`config.mk`:
```
export PLATFORM = sky130hd
export DESIGN_NAME = button_arbiter
export DESIGN_NICKNAME = d
export VERILOG_FILES = /design/src/rtl/game_pkg.sv /design/src/rtl/button_debouncer.sv /design/src/rtl/button_arbiter.sv
export SDC_FILE = /design/constraint.sdc
export NUM_CORES = 1
export LEC_CHECK = 0
export CORE_MARGIN = 2
export CORE_UTILIZATION = 55
export DETAILED_ROUTE_END_ITERATION = 8
export HOLD_SLACK_MARGIN = 0.12
export PLACE_DENSITY_LB_ADDON = 0.3
export SETUP_SLACK_MARGIN = 0.05
export SYNTH_ARGS = -nofsm -noshare
export SYNTH_HDL_FRONTEND = slang
export SYNTH_SLANG_ARGS = --single-unit
```
`constraint.sdc`:
```
create_clock -name clk -period 2.8 [get_ports clk]
set_clock_uncertainty 0.05 [all_clocks]
set_input_delay 0.56 -clock clk [delete_from_list [all_inputs] [get_ports clk]]
set_output_delay 0.56 -clock clk [all_outputs]
set_load 0.01 [all_outputs]
```
`src/rtl/game_pkg.sv`:
```
// Shared encodings for the game button front end.
// Player/turn codes, arbiter states and a saturating adder.
package game_pkg;

    typedef enum logic [1:0] {
        NONE = 2'b00,
        P1   = 2'b01,
        P2   = 2'b10,
        ANY  = 2'b11
    } player_e;

    typedef enum logic [1:0] {
        IDLE    = 2'b00,
        GRANT   = 2'b01,
        HOLDOFF = 2'b10
    } arb_state_e;

    function automatic logic [7:0] sat_add8(
        input logic [7:0] a,
        input logic [1:0] b
    );
        logic [8:0] s;
        s = {1'b0, a} + {7'd0, b};
        return s[8] ? 8'hFF : s[7:0];
    endfunction

endpackage

```
`src/rtl/button_debouncer.sv`:
```
// Synchronizer, debounce counter and press detector for one button.
// press_o is a registered one-cycle strobe on a debounced 0->1 edge.
module button_debouncer #(
    parameter logic [15:0] DEBOUNCE_CYCLES = 16'd50000
) (
    input  logic clk,
    input  logic reset_n,
    input  logic btn_i,
    output logic press_o
);

    logic        sync1_q;
    logic        sync2_q;
    logic        deb_q;
    logic        deb_d;
    logic        deb_prev_q;
    logic        press_q;
    logic [15:0] cnt_q;
    logic [15:0] cnt_d;

    // Two-flop synchronizer for the raw asynchronous input.
    always_ff @(posedge clk or negedge reset_n) begin
        if (!reset_n) begin
            sync1_q <= 1'b0;
            sync2_q <= 1'b0;
        end else begin
            sync1_q <= btn_i;
            sync2_q <= sync1_q;
        end
    end

    // Count consecutive mismatch cycles; flip level on the last one.
    always_comb begin
        cnt_d = 16'd0;
        deb_d = deb_q;
        if (sync2_q != deb_q) begin
            if (cnt_q == DEBOUNCE_CYCLES - 16'd1) begin
                deb_d = sync2_q;
            end else begin
                cnt_d = cnt_q + 16'd1;
            end
        end
    end

    // Debounced level, its delayed copy and the registered press strobe.
    always_ff @(posedge clk or negedge reset_n) begin
        if (!reset_n) begin
            cnt_q      <= 16'd0;
            deb_q      <= 1'b0;
            deb_prev_q <= 1'b0;
            press_q    <= 1'b0;
        end else begin
            cnt_q      <= cnt_d;
            deb_q      <= deb_d;
            deb_prev_q <= deb_q;
            press_q    <= deb_q & ~deb_prev_q;
        end
    end

    assign press_o = press_q;

endmodule

```
`src/rtl/button_arbiter.sv`:
```
// Debounces start/P1/P2 and arbitrates presses into one-cycle strobes.
// After every grant the arbiter locks out all presses for a holdoff.
module button_arbiter
    import game_pkg::*;
#(
    parameter logic [15:0] DEBOUNCE_CYCLES = 16'd50000,
    parameter logic [15:0] HOLDOFF_CYCLES  = 16'd25000
) (
    input  logic       clk,
    input  logic       reset_n,
    input  logic       btn_start,
    input  logic       btn_p1,
    input  logic       btn_p2,
    input  logic [1:0] turn,
    output logic       start_pulse,
    output logic       p1_pulse,
    output logic       p2_pulse,
    output logic       lockout,
    output logic [1:0] last_grant,
    output logic [7:0] reject_cnt
);

    logic start_ev;
    logic p1_ev;
    logic p2_ev;

    button_debouncer #(.DEBOUNCE_CYCLES(DEBOUNCE_CYCLES)) u_db_start (
        .clk     (clk),
        .reset_n (reset_n),
        .btn_i   (btn_start),
        .press_o (start_ev)
    );

    button_debouncer #(.DEBOUNCE_CYCLES(DEBOUNCE_CYCLES)) u_db_p1 (
        .clk     (clk),
        .reset_n (reset_n),
        .btn_i   (btn_p1),
        .press_o (p1_ev)
    );

    button_debouncer #(.DEBOUNCE_CYCLES(DEBOUNCE_CYCLES)) u_db_p2 (
        .clk     (clk),
        .reset_n (reset_n),
        .btn_i   (btn_p2),
        .press_o (p2_ev)
    );

    arb_state_e  state_q;
    logic [15:0] hold_cnt_q;
    logic        start_pulse_q;
    logic        p1_pulse_q;
    logic        p2_pulse_q;
    logic        lockout_q;
    player_e     last_grant_q;
    logic [7:0]  reject_cnt_q;

    logic       p1_ok;
    logic       p2_ok;
    logic       both_ok;
    logic       rr_p2;
    logic       g_start;
    logic       g_p1;
    logic       g_p2;
    logic       granted;
    logic [1:0] ev_cnt;
    logic [1:0] idle_rej;

    // Pick the winner among this cycle's events if the arbiter is idle.
    always_comb begin
        p1_ok    = p1_ev & turn[0];
        p2_ok    = p2_ev & turn[1];
        both_ok  = p1_ok & p2_ok;
        rr_p2    = (last_grant_q == P1);
        g_start  = 1'b0;
        g_p1     = 1'b0;
        g_p2     = 1'b0;
        unique case (1'b1)
            start_ev:                              g_start = 1'b1;
            !start_ev && both_ok && rr_p2:         g_p2    = 1'b1;
            !start_ev && both_ok && !rr_p2:        g_p1    = 1'b1;
            !start_ev && p1_ok && !p2_ok:          g_p1    = 1'b1;
            !start_ev && p2_ok && !p1_ok:          g_p2    = 1'b1;
            default: ;
        endcase
        granted  = g_start | g_p1 | g_p2;
        ev_cnt   = {1'b0, p1_ev} + {1'b0, p2_ev};
        idle_rej = ev_cnt - {1'b0, g_p1 | g_p2};
    end

    // Arbiter FSM with registered strobes, lockout and reject counter.
    always_ff @(posedge clk or negedge reset_n) begin
        if (!reset_n) begin
            state_q       <= IDLE;
            hold_cnt_q    <= 16'd0;
            start_pulse_q <= 1'b0;
            p1_pulse_q    <= 1'b0;
            p2_pulse_q    <= 1'b0;
            lockout_q     <= 1'b0;
            last_grant_q  <= NONE;
            reject_cnt_q  <= 8'd0;
        end else begin
            start_pulse_q <= 1'b0;
            p1_pulse_q    <= 1'b0;
            p2_pulse_q    <= 1'b0;
            case (state_q)
                IDLE: begin
                    lockout_q    <= 1'b0;
                    reject_cnt_q <= sat_add8(reject_cnt_q, idle_rej);
                    if (granted) begin
                        state_q       <= GRANT;
                        start_pulse_q <= g_start;
                        p1_pulse_q    <= g_p1;
                        p2_pulse_q    <= g_p2;
                        if (g_p1) last_grant_q <= P1;
                        if (g_p2) last_grant_q <= P2;
                    end
                end
                GRANT: begin
                    reject_cnt_q <= sat_add8(reject_cnt_q, ev_cnt);
                    state_q      <= HOLDOFF;
                    lockout_q    <= 1'b1;
                    hold_cnt_q   <= 16'd0;
                end
                HOLDOFF: begin
                    reject_cnt_q <= sat_add8(reject_cnt_q, ev_cnt);
                    if (hold_cnt_q == HOLDOFF_CYCLES - 16'd1) begin
                        state_q    <= IDLE;
                        lockout_q  <= 1'b0;
                        hold_cnt_q <= 16'd0;
                    end else begin
                        hold_cnt_q <= hold_cnt_q + 16'd1;
                    end
                end
                default: begin
                    state_q    <= IDLE;
                    lockout_q  <= 1'b0;
                    hold_cnt_q <= 16'd0;
                end
            endcase
        end
    end

    assign start_pulse = start_pulse_q;
    assign p1_pulse    = p1_pulse_q;
    assign p2_pulse    = p2_pulse_q;
    assign lockout     = lockout_q;
    assign last_grant  = last_grant_q;
    assign reject_cnt  = reject_cnt_q;

endmodule

```
After elaboration in Yosys (flattened, before gate mapping) --
Index checks and enable logic that the tools add are counted.
Word-level totals: register bits 95, bits in latches 0, bits in writable memories 0, memory bits (read-only) 0, bits of input ports 7, output and inout bits 14, logic and storage cells 107, memories 0
Cells by class: add/sub/neg operators 8, multipliers 0, div/mod/pow operators 0, order comparisons 0, eq/ne operators 12, shift operators 0, mux-type cells 27, bitwise operators 12, reductions and logical operators 22
Operator list (count):
- $mux W16 | 7
- $add A16 B1 Y16 const B | 4
- $eq A16 B16 Y1 const B | 3
- $pmux W16 S2 | 1
- $add A8 B2 Y9 | 2
- $eq A16 B15 Y1 const B | 1
- $mux W8 | 2
- $pmux W8 S2 | 1
- $mux W1 | 10
- $mux W2 | 4
- $reduce_and A2 Y1 | 4
- $logic_and A1 B1 Y1 | 7
- $and A1 B1 Y1 | 6
- $pmux W2 S3 | 1
- $reduce_or A2 Y1 | 3
- $eq A2 B1 Y1 const B | 2
- $logic_not A1 Y1 | 4
- $ne A2 B2 Y1 const B | 2
- $reduce_bool A2 Y1 | 2
- $ne A1 B1 Y1 | 3
- $not A1 Y1 | 3
- $or A1 B1 Y1 | 3
- $reduce_and A3 Y1 | 1
- $add A1 B1 Y2 | 1
- other kinds (4) | 4

Longest topological paths before layout --
Gate-level depths: netlist of run 1.
depth in word-level cells 11, mapped depth 10, depth with buffers taken out 10

Hierarchy --
From an unflattened synthesis of run 1, not the netlist that was laid out.
Unflattened totals: cells, all modules 455, area, all modules 4899.7 sq um
Modules (own cells, without submodules):
- button_debouncer | instances 3, cells an instance 86, area each 993.5 sq um, sequential area each 525.5 sq um
- button_arbiter | instances 1, cells an instance 197, area each 1919.3 sq um, sequential area each 800.8 sq um

Least setup slack after synthesis of run 1 --
No wires, ideal clock.
path kind input to register, start in turn[0], end reg reject_cnt_q[6] (netlist: reject_cnt[6]), library setup time 0.125 ns, data arrival time 2.450 ns, required time 2.625 ns, slack 0.175 ns, cell stages on the path 10, buffers on the path 0, cells stage by stage a22oi_1 > nor2_1 > ha_1 > inv_1 > ha_1 > fa_1 > nor2_1 > or3b_2 > nor2_1 > mux2_2
On the way: word-level cells in the longest chain between the ends 11, elaborated cells on any way between the ends 18, classes of those cells add/sub: 2; mux: 4; bitwise: 3; reduce/logical: 9
Ends and longest elaborated chain:
- start: declaration | RTL line button_arbiter.sv:14 | input logic [1:0] turn,
- $and A1 B1 Y1 (*) | RTL line button_arbiter.sv:70 | p1_ok = p1_ev & turn[0];
- $and A1 B1 Y1 | RTL line button_arbiter.sv:72 | both_ok = p1_ok & p2_ok;
- $logic_and A1 B1 Y1 | RTL line button_arbiter.sv:79, button_arbiter.sv:80
- $logic_and A1 B1 Y1, on equally long branches | RTL line button_arbiter.sv:80, button_arbiter.sv:79
- $reduce_or A2 Y1 (no source line)
- $mux W1 | RTL line button_arbiter.sv:77 | unique case (1'b1)
- $or A1 B1 Y1 (*) | RTL line button_arbiter.sv:87 | idle_rej = ev_cnt - {1'b0, g_p1 | g_p2};
- $sub A2 B1 Y2 (*) | RTL line button_arbiter.sv:87
- $add A8 B2 Y9 (*) | RTL line game_pkg.sv:23 | s = {1'b0, a} + {7'd0, b};
- $mux W8 (*) | RTL line game_pkg.sv:24 | return s[8] ? 8'hFF : s[7:0];
- $pmux W8 S2 (*) | RTL line button_arbiter.sv:105 | case (state_q)
- end signal: assignment | RTL line button_arbiter.sv:108 | reject_cnt_q <= sat_add8(reject_cnt_q, idle_rej);
- end signal: assignment | RTL line button_arbiter.sv:119 | reject_cnt_q <= sat_add8(reject_cnt_q, ev_cnt);
- end signal: assignment | RTL line button_arbiter.sv:125 | reject_cnt_q <= sat_add8(reject_cnt_q, ev_cnt);
- end: declaration | RTL line button_arbiter.sv:55 | logic [7:0] reject_cnt_q;
Mark *: on every way between the ends. The rest lies on a longest branch, timed or not. A chain may end at the register's enable or synchronous reset.

Worst setup path in the final report of run 1 --
Same ends and word-level chain as after synthesis.

==> impl_metrics.tcl, run 1 <==
set metrics [dict create \
    core-area_sq_um 8300 \
    peakVddDrop_mv 0.288 \
    synth_flop_cell "dfrtp_1" \
    cp-start-kind "input pin" \
    syn_nets 485 \
    report.final.hold_viol_count 0 \
    start_util_pct 57.0 \
    ys_seq_elements 95 \
    rr_endpoint "reject_cnt[6]" \
    max_freq_mhz 368 \
    r2r-start "u_db_p1.press_o" \
    rows 33 \
    whs_ps 154 \
    synth_seq_area_share_pct 50.2 \
    drc_errors 0 \
    power.leakage_nw 2.19 \
    yosys_warnings 0 \
    first_pass_iters 5 \
    final_common_cell "dfrtp_1" \
    drive_gt1_share_pct 10.2 \
    power_frac_seq_pct 58.6 \
    endpoint_kind "flop" \
    swShare_pct 22.3 \
    clock_sinks 95 \
    grt_overflow 0 \
    synth.distinct_cells 56 \
    min_period_ps 2720 \
    synthAdderAreaFrac_pct 4.55 \
    clockRootBuffer "clkbuf_8" \
    grt_pass1_wl_um 15400 \
    cap_violations 0 \
    status "finished, final reports clean" \
    postLayoutCellArea_sq_um 5340 \
    cp-startpoint "turn[0]" \
    critPathRequiredTime_ps 3000 \
    muxShareOfSynthArea_pct 2.62 \
    fin_crit_sh_pct 97.1 \
    num_io_pins 21 \
    cts_tree "yes" \
    vias 3408 \
    vias_per_cell 5.63 \
    rsz0062_at_grt "yes" \
    final_cell_mix "dfrtp_1 (94), nor2_1 (68), xnor2_1 (43)" \
    yosys.area.top_type "dfrtp_1" \
    r2r_cells 8 \
    postSynth.asyncResetShare_pct 100 \
    synth_xor_area_share_pct 10.2 \
    arrival_ps 2910 \
    yosys.area_share.simple_pct 24.1 \
    power_density_nw_per_um2 447 \
    setup.worst_path.class "input pin to flop" \
    dr.first_iter.drc_count 172 \
    gp_congestion 0.858 \
    final-setup-viol-count 0 \
    synth-compound-area-share_pct 5.71 \
    yosys-top-cells-area "dfrtp_1 (50%), xnor2_1 (8.0%), nor2_1 (5.4%)" \
    slew_headroom_pct 58.1 \
    clkPwrFrac_pct 38.4 \
    placed_area_sq_um 5100 \
    clock_latency_ps 350 \
    grt_max_degree 52 \
    grt_usage_pct 19.5 \
    grt_pass1_vias 3363 \
    io_buffer_count 20 \
    fin_cells 605 \
    holdCritPathClass "input pin to async pin" \
    synthCells 462 \
    synth-edff-count 0 \
    dp_cells 588 \
    die_height_um 96.8 \
    setup_ws_ps 80.5 \
    netlist_area_sq_um 4730 \
    dieArea_sq_um 9360 \
    maxSlewViolCount 0 \
    place_ws_ps -417 \
    worstMarginPinSlew_ps 622 \
    wl_um 8700 \
    synth_area_per_cell_sq_um 10.2 \
    p_int_mw 1.86 \
    synth.top_cell.area_share_pct 50.2 \
    worstPathMaxFanout 2 \
    pwr-share-comb_pct 3.0 \
    fp.dieW_um 96.8 \
    synth_top_family_by_area "simple AND/OR/NAND/NOR gates" \
    fill_cells 658 \
    p_sw_mw 0.532 \
    antenna_cells 0 \
    fin_nets 518 \
    p_total_mw 2.39 \
    numCtsBuffers 9 \
    h-tree-depth 3 \
    cts.path.max_buffers 2 \
    area_growth_pct 12.9 \
    wl_per_cell_um 14.4 \
    rrSetupSlack_ps 120 \
    ant_nets 0 \
    antenna_found_initial 0 \
    dpl.hpwl_um 6100 \
    path_clk_slew_ps 100 \
]
## Yosys cell counts (2+ instances only)
cell / number
a211oi_1: 2
o31ai_1: 2
and4_1: 3
nand4_1: 21
nor3_1: 22
inv_1: 23
o311ai_0: 3
a31oi_1: 2
dfrtp_1: 95
nand2_1: 27
xor2_1: 12
o32ai_1: 2
nor2_1: 68
nand2b_1: 3
nor2b_1: 7
nor4b_1: 2
nand4b_1: 2
and3_1: 2
clkbuf_1: 4
fa_1: 2
a21oi_1: 9
nor4bb_1: 4
mux2i_1: 3
o21ai_0: 5
a21o_1: 2
mux2_2: 7
nand3_1: 24
nor4_1: 19
ha_1: 14
xnor2_1: 43
or2_2: 3
## cell type report
class | instances | area, sq um | area share, %
Tap cell | 105 | 131 | 2.46
Inverter | 23 | 86.3 | 1.62
Sequential cell | 95 | 2380 | 44.5
Timing Repair Buffer | 29 | 278 | 5.20
Clock buffer | 11 | 141 | 2.65
Multi-Input combinational cell | 337 | 2260 | 42.4
Clock inverter | 5 | 63.8 | 1.19
## repair_timing
| item | in CTS | in global routing |
|---|---|---|
| setup endpoints to repair | 1 | 3 |
| cloned | 0 | 0 |
| gates resized for setup | 5 | 4 |
| setup buffers | 1 | 0 |
| pin swaps | 2 | 1 |
| hold buffers | 0 | 0 |
## worst max-delay path by stage
stage	endpoint	slack (ps)	cells past startpoint
2_1_floorplan	reject_cnt[6]	180	10
3_3_place_gp	reject_cnt[6]	-280	11
3_5_place_dp	reject_cnt[6]	-420	11
4_1_cts	reject_cnt[6]	90	11
5_1_grt	reject_cnt[6]	10	8
6_report	reject_cnt[6]	80	11
## state kept, by name (all words and copies together) (netlist names), 2 cells and up
name              flops
last_grant            2
state_q               2
reject_cnt            8
u_db_p2.cnt_q        16
hold_cnt_q           16
u_db_start.cnt_q     16
u_db_p1.cnt_q        16
## critical path: stages
cell             delay (ps)
clkdlybuf4s50_1         440
a22oi_2                 190
nor2_1                   70
ha_1                    280
inv_1                    60
ha_2                    200
fa_2                    210
nor2_1                   70
or3b_4                  390
nor2_1                  120
mux2_2                  330
## stage by stage
| step | utilization, % | setup TNS (ps) |
|---|---|---|
| floorplan | - | 0 |
| global placement | 61.4 | -1060 |
| detailed placement | 61.4 | -2090 |
| CTS | 64.2 | 0 |
| global route | 64.4 | 0 |
| finish | 64.4 | 0 |
## cells by family (layout without fill, tap and decap cells)
kind of cell             count (synthesis)  after routing
multiplexers                            11             11
AO/OA/AOI/OAI                           35             35
buffers and inverters                   30             68
AND/OR/NAND/NOR                        220            220
flip-flops                              95             95
adder cells (fa/ha/maj)                 16             16
XOR/XNOR                                55             55
## metal layers
layer	share of wire, %	up-vias	track usage (%)
li1	-	1695	-
met1	49	1655	27.3
met2	47	49	31.4
met3	2.7	9	3.40
met4	1.0	0	6.28
met5	0	-	0
## power by group through the flow
| stage | Sequential, mW | Clock, mW | Combinational, mW |
|---|---|---|---|
| 2_1_floorplan | 1.42 | 0 | 0.0262 |
| 4_1_cts | 1.40 | 0.948 | 0.0745 |
| 3_3_place_gp | 1.43 | 0 | 0.0722 |
| 3_5_place_dp | 1.43 | 0 | 0.0742 |
| 6_report | 1.40 | 0.917 | 0.0712 |
| 5_1_grt | 1.40 | 1.01 | 0.0847 |
Power figures use the tool's default switching activity.
==> inputs of run 2 (changes only) <==
--- a/config.mk
+++ b/config.mk
@@ -9,7 +9,7 @@
 export CORE_UTILIZATION = 55
 export DETAILED_ROUTE_END_ITERATION = 8
 export HOLD_SLACK_MARGIN = 0.12
-export PLACE_DENSITY_LB_ADDON = 0.3
+export PLACE_DENSITY = 0.71
 export SETUP_SLACK_MARGIN = 0.05
 export SYNTH_ARGS = -nofsm -noshare
 export SYNTH_HDL_FRONTEND = slang
==> run 2 against run 1 <==
Against the previous run: wire length decreased by 2.6%; cell count increased by 0.17%; worst setup slack improved by 67 ps; first-iteration DRC count decreased by 13%; register-to-register slack improved by 50 ps; clock power increased by 3.4%; sequential share of layout area decreased by 0.17 points; utilization increased by 0.21 points; worst hold slack improved by 160 ps; flip-flop and latch count unchanged; final area increased by 0.33%; largest power group unchanged.
==> impl_metrics.tcl, run 2 (same netlist as run 1, synthesis figures left out) <==
set metrics [dict create \
    rrSetupSlack_ps 170 \
    cts_setup_buffers 0 \
    cap_violations 0 \
    postLayoutCellArea_sq_um 5360 \
    num_io_pins 21 \
    final-setup-viol-count 0 \
    report.final.hold_viol_count 0 \
    fp.dieW_um 96.8 \
    grt_overflow 0 \
    placed_area_sq_um 5100 \
    dp_cells 589 \
    power_density_nw_per_um2 452 \
    cts_tree "yes" \
    path_delay_family "adder cells" \
    fin_cells 606 \
    clockRootBuffer "clkbuf_8" \
    area_growth_pct 13.2 \
    wl_per_cell_um 14.0 \
    holdCritPathClass "flop to flop" \
    die_height_um 96.8 \
    p_total_mw 2.42 \
    final_common_cell "dfrtp_1" \
    path_clk_slew_ps 90 \
    core-area_sq_um 8300 \
    gp_congestion 0.852 \
    dr.first_iter.drc_count 149 \
    crit_top_cell "nor2_2" \
    start_util_pct 57.0 \
    vias_per_cell 5.66 \
    critPathRequiredTime_ps 3000 \
    dpl.hpwl_um 5940 \
    numCtsBuffers 9 \
    peakVddDrop_mv 0.244 \
    cts.path.max_buffers 2 \
    fin_crit_sh_pct 94.7 \
    crit_slowest_cell "clkdlybuf4s50_1" \
    whs_ps 310 \
    rsz0062_at_grt "yes" \
    antenna_found_initial 0 \
    worst_path_largest_cell_delay_ps 430 \
    grt_pass1_vias 3182 \
    slew_headroom_pct 61.2 \
    grt_max_degree 58 \
    final_cell_mix "dfrtp_1 (95), nor2_1 (66), xnor2_1 (43)" \
    rows 33 \
    vias 3429 \
    path_buf_inv 2 \
    drive_gt1_share_pct 10.4 \
    setup.worst_path.class "input pin to flop" \
    worstPathMaxFanout 3 \
    clock_latency_ps 370 \
    arrival_ps 2860 \
    antenna_cells 0 \
    worstMarginPinSlew_ps 575 \
    dieArea_sq_um 9360 \
    maxSlewViolCount 0 \
    io_buffer_count 20 \
    min_period_ps 2650 \
    endpoint_kind "flop" \
    fin_nets 519 \
    ant_nets 0 \
    power.leakage_nw 2.20 \
    wl_um 8470 \
    status "finished, final reports clean" \
    utilization_pct 64.6 \
    grt_usage_pct 18.7 \
    cp-start-kind "input pin" \
    crit_chain "clkdlybuf4s50_1, a22oi_2, nor2_1, ha_1, inv_1, ha_2, fa_2, nor2_2, or3b_4, nor2_2, mux2_2" \
    max_freq_mhz 377 \
    first_pass_iters 4 \
    grt_pass1_wl_um 14600 \
    clock_sinks 95 \
    h-tree-depth 3 \
    drc_errors 0 \
]
[run 2: cell count changes in the layout (fill, tap and decap cells not counted), sizes merged]
cell         delta
dlygate4sd3     +1
clkbuf          -2
clkinv          +1
inv             +1
[run 2: worst paths after layout]
path,startpoint,to,depth (start not counted)
max in group asynchronous,reset_n,u_db_p2.sync1_q,3
min reg2reg,u_db_start.sync1_q,u_db_start.sync2_q,0
max,turn[0],reject_cnt[6],11
min,u_db_start.sync1_q,u_db_start.sync2_q,0
min in group asynchronous,reset_n,hold_cnt_q[1],2
max reg2reg,u_db_p2.press_o,reject_cnt[6],8
[run 2: routing by layer]
| layer | vias up | GRT usage, % | routed length [um] |
|---|---|---|---|
| met4 | 0 | 7.37 | 168 |
| met2 | 67 | 29.7 | 3910 |
| met5 | - | 0 | 0 |
| met1 | 1649 | 26.2 | 4120 |
| met3 | 16 | 2.67 | 271 |
| li1 | 1697 | - | - |
[run 2: layout make-up]
cell class	instances	area [sq um]
Clock inverter	7	88.8
Timing Repair Buffer	30	288
Clock buffer	9	124
Sequential cell	95	2380
Multi-Input combinational cell	337	2260
Inverter	23	86.3
Tap cell	105	131
Fill cell	637	2940
[run 2: power breakdown]
group          leakage (nW)  switching (mW)  total, mW  internal [mW]
Clock                 0.104           0.517      0.948          0.431
Combinational         0.797          0.0469     0.0720         0.0251
Sequential             1.30          0.0148       1.40           1.39
Total                  2.20           0.579       2.42           1.84
[run 2: timing repair]
action,4_1_cts,5_1_grt
hold endpoints to repair,17,0
pin swaps,0,1
gates resized for setup,2,7
cloned,0,0
endpoints found under the setup margin,1,2
hold buffers,1,0
[run 2: through the flow]
step,TNS [ps],setup slack [ps]
global placement,-1290,-317
global route,0,32.4
CTS,0,69.5
finish,0,147
detailed placement,-1420,-337
floorplan,0,175
